### src/rtl/ysyx_mul_pkg.sv
// Shared types for the ysyx_mul iterative multiplier: FSM state encoding
// and the default operand width.
package ysyx_mul_pkg;

  localparam int MUL_DEFAULT_WIDTH = 64;

  typedef enum logic [1:0] {
    MUL_IDLE = 2'd0,
    MUL_BUSY = 2'd1,
    MUL_DONE = 2'd2
  } mul_state_e;

endpackage

### src/rtl/ysyx_mul.sv
// Radix-2 shift-add multiplier: one partial product per cycle over WIDTH
// iterations, returning the low WIDTH bits of A*B with a one-cycle done pulse.
module ysyx_mul
  import ysyx_mul_pkg::*;
#(
  parameter int WIDTH = MUL_DEFAULT_WIDTH
) (
  input  logic             clk,
  input  logic             rst,
  input  logic             mul_valid,
  input  logic             flush,
  input  logic [WIDTH-1:0] multiplicand,
  input  logic [WIDTH-1:0] multiplier,
  output logic             mul_ready,
  output logic             out_valid,
  output logic [WIDTH-1:0] result,
  output mul_state_e       dbg_state
);

  // Handshake: a request is taken on a rising edge where mul_valid and
  // mul_ready are both high and flush is low; operands are sampled only then.
  // out_valid is a single-cycle pulse with result stable from that cycle on.

  localparam int CNT_W = $clog2(WIDTH);
  localparam logic [CNT_W-1:0] CNT_LAST = CNT_W'(WIDTH - 1);

  mul_state_e       state_q;
  logic             mul_ready_q;
  logic             out_valid_q;
  logic [WIDTH-1:0] result_q;
  logic [WIDTH-1:0] mcand_q;
  logic [WIDTH-1:0] mplier_q;
  logic [WIDTH-1:0] acc_q;
  logic [WIDTH-1:0] acc_d;
  logic [CNT_W-1:0] cnt_q;
  logic [CNT_W-1:0] cnt_d;
  logic             last_iter;

  // Modular add: the carry out of the accumulator is the discarded high half.
  always_comb begin
    acc_d     = mplier_q[0] ? (acc_q + mcand_q) : acc_q;
    cnt_d     = cnt_q + 1'b1;
    last_iter = (cnt_q == CNT_LAST);
  end

  always_ff @(posedge clk) begin
    if (rst) begin
      state_q     <= MUL_IDLE;
      mul_ready_q <= 1'b1;
      out_valid_q <= 1'b0;
      result_q    <= '0;
      mcand_q     <= '0;
      mplier_q    <= '0;
      acc_q       <= '0;
      cnt_q       <= '0;
    end else if (flush) begin
      // Abort wins over a new request and over the completing edge.
      state_q     <= MUL_IDLE;
      mul_ready_q <= 1'b1;
      out_valid_q <= 1'b0;
      mcand_q     <= '0;
      mplier_q    <= '0;
      acc_q       <= '0;
      cnt_q       <= '0;
    end else begin
      case (state_q)
        MUL_IDLE: begin
          out_valid_q <= 1'b0;
          if (mul_valid) begin
            mcand_q     <= multiplicand;
            mplier_q    <= multiplier;
            acc_q       <= '0;
            cnt_q       <= '0;
            mul_ready_q <= 1'b0;
            state_q     <= MUL_BUSY;
          end
        end
        MUL_BUSY: begin
          acc_q    <= acc_d;
          mcand_q  <= mcand_q << 1;
          mplier_q <= mplier_q >> 1;
          cnt_q    <= cnt_d;
          if (last_iter) begin
            result_q    <= acc_d;
            out_valid_q <= 1'b1;
            state_q     <= MUL_DONE;
          end
        end
        MUL_DONE: begin
          out_valid_q <= 1'b0;
          mul_ready_q <= 1'b1;
          state_q     <= MUL_IDLE;
        end
        default: begin
          out_valid_q <= 1'b0;
          mul_ready_q <= 1'b1;
          state_q     <= MUL_IDLE;
        end
      endcase
    end
  end

  assign mul_ready = mul_ready_q;
  assign out_valid = out_valid_q;
  assign result    = result_q;
  assign dbg_state = state_q;

endmodule

### config.mk
export PLATFORM = sky130hd
export DESIGN_NAME = ysyx_mul
export DESIGN_NICKNAME = d
export VERILOG_FILES = /design/src/rtl/ysyx_mul_pkg.sv /design/src/rtl/ysyx_mul.sv
export SDC_FILE = /design/constraint.sdc
export NUM_CORES = 1
export LEC_CHECK = 0
export CAP_MARGIN = 20
export CORE_UTILIZATION = 31
export CTS_BUF_LIST = sky130_fd_sc_hd__clkbuf_4 sky130_fd_sc_hd__clkbuf_8
export DETAILED_ROUTE_END_ITERATION = 10
export HOLD_SLACK_MARGIN = 0.15
export MAX_ROUTING_LAYER = met4
export SLEW_MARGIN = 15
export SYNTH_ARGS = -nofsm -noshare
export SYNTH_HDL_FRONTEND = slang
export SYNTH_SLANG_ARGS = --single-unit
### constraint.sdc
create_clock -name clk -period 3.2 [get_ports clk]
set_input_delay 0.8 -clock clk [delete_from_list [all_inputs] [get_ports clk]]
set_output_delay 0.8 -clock clk [all_outputs]
set_load 0.005 [all_outputs]
==> summary.txt <==
Synth
  – Post-Syn Nets: 1,934
  – Seq/Total Area, Yosys: 0.380
  – Yosys cell types: 73
  – Post-synth EDFFs: 0
  – Synth warn: 0
  – Syn Area/Cell: 8.06 sq um
  – Synthesized instance count: 1,737
  – Synth area leaders: dfxtp_1 38%, nor2_1 9.3%, o221ai_1 7.9%, ha_1 5.7%, a21oi_1 4.4%
  – Mapped Area: 14,000 sq um
  – Yosys top cell area share: 0.380
  – Async SR Flop Fraction: 0
  – #FFs+latches synth: between 200 and 300
  – Largest area contributor in the netlist: dfxtp_1
  – Synth Flop Type: dfxtp_1

Routing
  – DR WL/cell: around 18 um
  – Routed vias: 13,500
  – Via-to-Cell Ratio: 5.31
  – Initial DRC count: 920
  – Routed WL: roughly 47,000 um
  – Drt drc: 0
  – Post-route ant nets: 0
  – Drt first pass iters: 5

GRT
  – Global-route wire length before repair: 73,900 um
  – Grt ovf: 0
  – Initial antenna violation count: 6
  – Vias in the first global route: 13,300
  – Largest net degree at the start of global routing: 133
  – GRT Overall Usage: 0.207

Die
  – Die width: 214 um
  – Full die area: 46,000 sq um
  – FP Rows: between 70 and 80
  – Initial core utilization: 0.315
  – Die Y: 214 um
  – Core area: ~44,000 sq um
  – # IOs: 200

Setup path
  – Crit path max fanout: 3
  – Crit path kind: reg -> reg
  – Launch point of the worst path: acc_q[0]$_SDFFE_PP0P_
  – Critical Path Source Type: flip-flop
  – R2R Setup Slk: ~0.12 ns
  – Arr. time, crit path: 3.61 ns
  – Critical path, cell by cell: ha_4 > inv_1 > fa_2 > and2b_1 > o211ai_1 > a21o_1 > o21ba_4 > o211ai_4 > a21oi_4 > o31ai_4 > a21oi_2 > xor2_2 > a2111oi_2
  – Critical Path End: result[54]$_SDFFE_PP0P_
  – Worst flop-to-flop path startpoint: acc_q[0]$_SDFFE_PP0P_
  – Crit. End Element: flip-flop
  – Worst path required time: 3.72 ns
  – Worst R2R End: result[54]$_SDFFE_PP0P_
  – CP max stage delay: between 0.3 and 0.4 ns
  – R2R depth: 13
  – Slowest cell on crit path: dfxtp_2

STA
  – Max-slew headroom: 0.516
  – Max Slew Vio Count: 0
  – Final hold vios: 0
  – Worst clock skew: 0.0406 ns
  – Final setup viols: 0
  – Tmin final: 3.08 ns
  – Worst-Margin Slew: between 0.7 and 0.8 ns
  – Max Freq: between 300 and 400 MHz
  – RSZ-0062 raised after global routing: yes
  – Final period utilization: 0.964

Layout
  – Area growth, synth to finish: 28.6%
  – Most frequent cells in the layout: 347 x nor2_1, 263 x dfxtp_1, 198 x clkdlybuf4s50_1
  – Commonest non-fill, non-tap cell in the layout: nor2_1
  – Final instance area: 18,000 sq um
  – Final net count: around 2,100
  – Ratio of cells with drive above 1 in the final layout: 0.103

Clocking
  – Max H-tree Level: 2
  – CTS Sinks: 266
  – Clk pin slew, worst setup/hold paths: ~0.060 ns
  – CTS tree: done
  – Hold-fix buffers, CTS: 0
  – Worst-skew pair later-pin latency: between 0.6 and 0.7 ns
  – Num CTS Buffers: 50
  – Max Root-Sink Buffers: 3
  – Clk root buf: clkbuf_8

Placed design
  – Dpl hpwl: 33,600 um
  – PortBufs: just under 200
  – Routability Congestion: 0.896
  – Post-DP Area: 16,700 sq um

Power
  – PwrDens: 432 nW/um^2
  – LEAKAGE: 6.74 nW
  – Max VDD drop: 359 uV
  – Tot Pwr: 7.78 mW

Status
  – Status: finished clean

Worst hold path
  – HP Class: reg -> reg

Flow run
  – Max Cap Viol: 0
-- layer usage --
layer / part of all wire / track usage / vias up
li1: - / - / 6711
met1: 0.47 / 0.266 / 6423
met2: 0.45 / 0.316 / 344
met3: 0.066 / 0.0549 / 64
met4: 0.022 / 0.0590 / 0
met5: 0 / - / -
-- synthesized netlist by cell type (all sizes together), types with 3 or more instances --
master / count
nor3b: 4
nor3: 14
nand3: 17
nand4: 28
buf: 18
nor4: 5
o21bai: 24
xor2: 25
or2: 4
and3: 4
nand2b: 6
a22o: 20
nor2: 348
dfxtp: 266
a21oi: 126
a21o: 28
inv: 34
or3: 4
and2: 5
o21a: 9
nand2: 141
a31oi: 24
clkbuf: 114
o211ai: 10
xnor2: 34
mux2i: 25
a21boi: 3
o21ai: 111
a2111oi: 7
a221oi: 3
a211oi: 37
and4: 6
a41oi: 3
nor2b: 3
o211a: 3
ha: 64
o221ai: 126
-- worst min-delay path by stage --
stage | slack [ns] | depth (start not counted) | from | end
after floorplan | 0.44 | 2 | mplier_q[10]$_SDFFE_PP0P_ | mplier_q[10]$_SDFFE_PP0P_
after global placement | 0.44 | 1 | out_valid$_SDFFE_PP0N_ | out_valid$_SDFFE_PP0N_
after detailed placement | 0.44 | 1 | out_valid$_SDFFE_PP0N_ | out_valid$_SDFFE_PP0N_
after CTS | 0.45 | 2 | result[1]$_SDFFE_PP0P_ | result[1]$_SDFFE_PP0P_
after global routing | 0.48 | 2 | result[1]$_SDFFE_PP0P_ | result[1]$_SDFFE_PP0P_
final | 0.45 | 2 | result[1]$_SDFFE_PP0P_ | result[1]$_SDFFE_PP0P_
-- kinds of logic (layout without fill, tap and decap cells) --
logic type | after synthesis | count (layout) | share of synthesized area
mux | 26 | 26 | 0.0187
flops | 266 | 266 | 0.380
buf+inv | 166 | 379 | 0.0452
other cells | 0 | 6 | 0
xor+xnor | 59 | 59 | 0.0369
compound gates | 563 | 563 | 0.283
fa+ha+maj | 65 | 65 | 0.0586
simple gates | 592 | 592 | 0.177
-- stage by stage --
step           hold WS (ns)  utilization  instances  TNS, ns  worst slack, ns
2_1_floorplan         0.441            -       1737        0            0.253
3_3_place_gp          0.442        0.377       2451        0            0.119
3_5_place_dp          0.443        0.377       2451        0           0.0291
4_1_cts               0.453        0.401       2537        0           0.0157
5_1_grt               0.484        0.405       2548  -0.0163         -0.00948
6_report              0.451        0.405       2548        0            0.115
-- flip-flops by register name (all words and copies together), names as in the netlist --
register   flops
cnt_q          6
acc_q         64
out_valid      1
mcand_q       64
dbg_state      2
result        64
mul_ready      1
mplier_q      64
-- power breakdown --
part	internal, mW	leakage [nW]	switching [mW]	total, mW
clock network	2.02	0.566	1.51	3.53
registers	3.40	2.16	0.0687	3.47
logic	0.342	4.01	0.437	0.780
-- what timing repair did --
| action | in CTS | in global routing |
|---|---|---|
| gates resized for setup | 1 | 28 |
| endpoints found under the setup margin | 1 | 27 |
| setup buffers | 0 | 5 |
| hold endpoints to repair | 0 | 0 |
| pin swaps | 0 | 13 |
-- cell type report --
class	instances	area [sq um]
Clock inverter	11	121
Clock buffer	75	932
Fill cell	4443	26400
Antenna cell	6	15.0
Sequential cell	266	5330
Tap cell	592	741
Multi-Input combinational cell	1305	8220
Timing Repair Buffer	259	2510
Inverter	34	128
-- worst max-delay path, delay by kind of cell (launching register included) --
family          cells  cell delay, ns
fa+ha+maj           2            0.46
flops               1            0.36
xor+xnor            1            0.17
compound gates      8            1.68
buf+inv             1            0.05
simple gates        1            0.23
(Power assumes the default switching activity.)
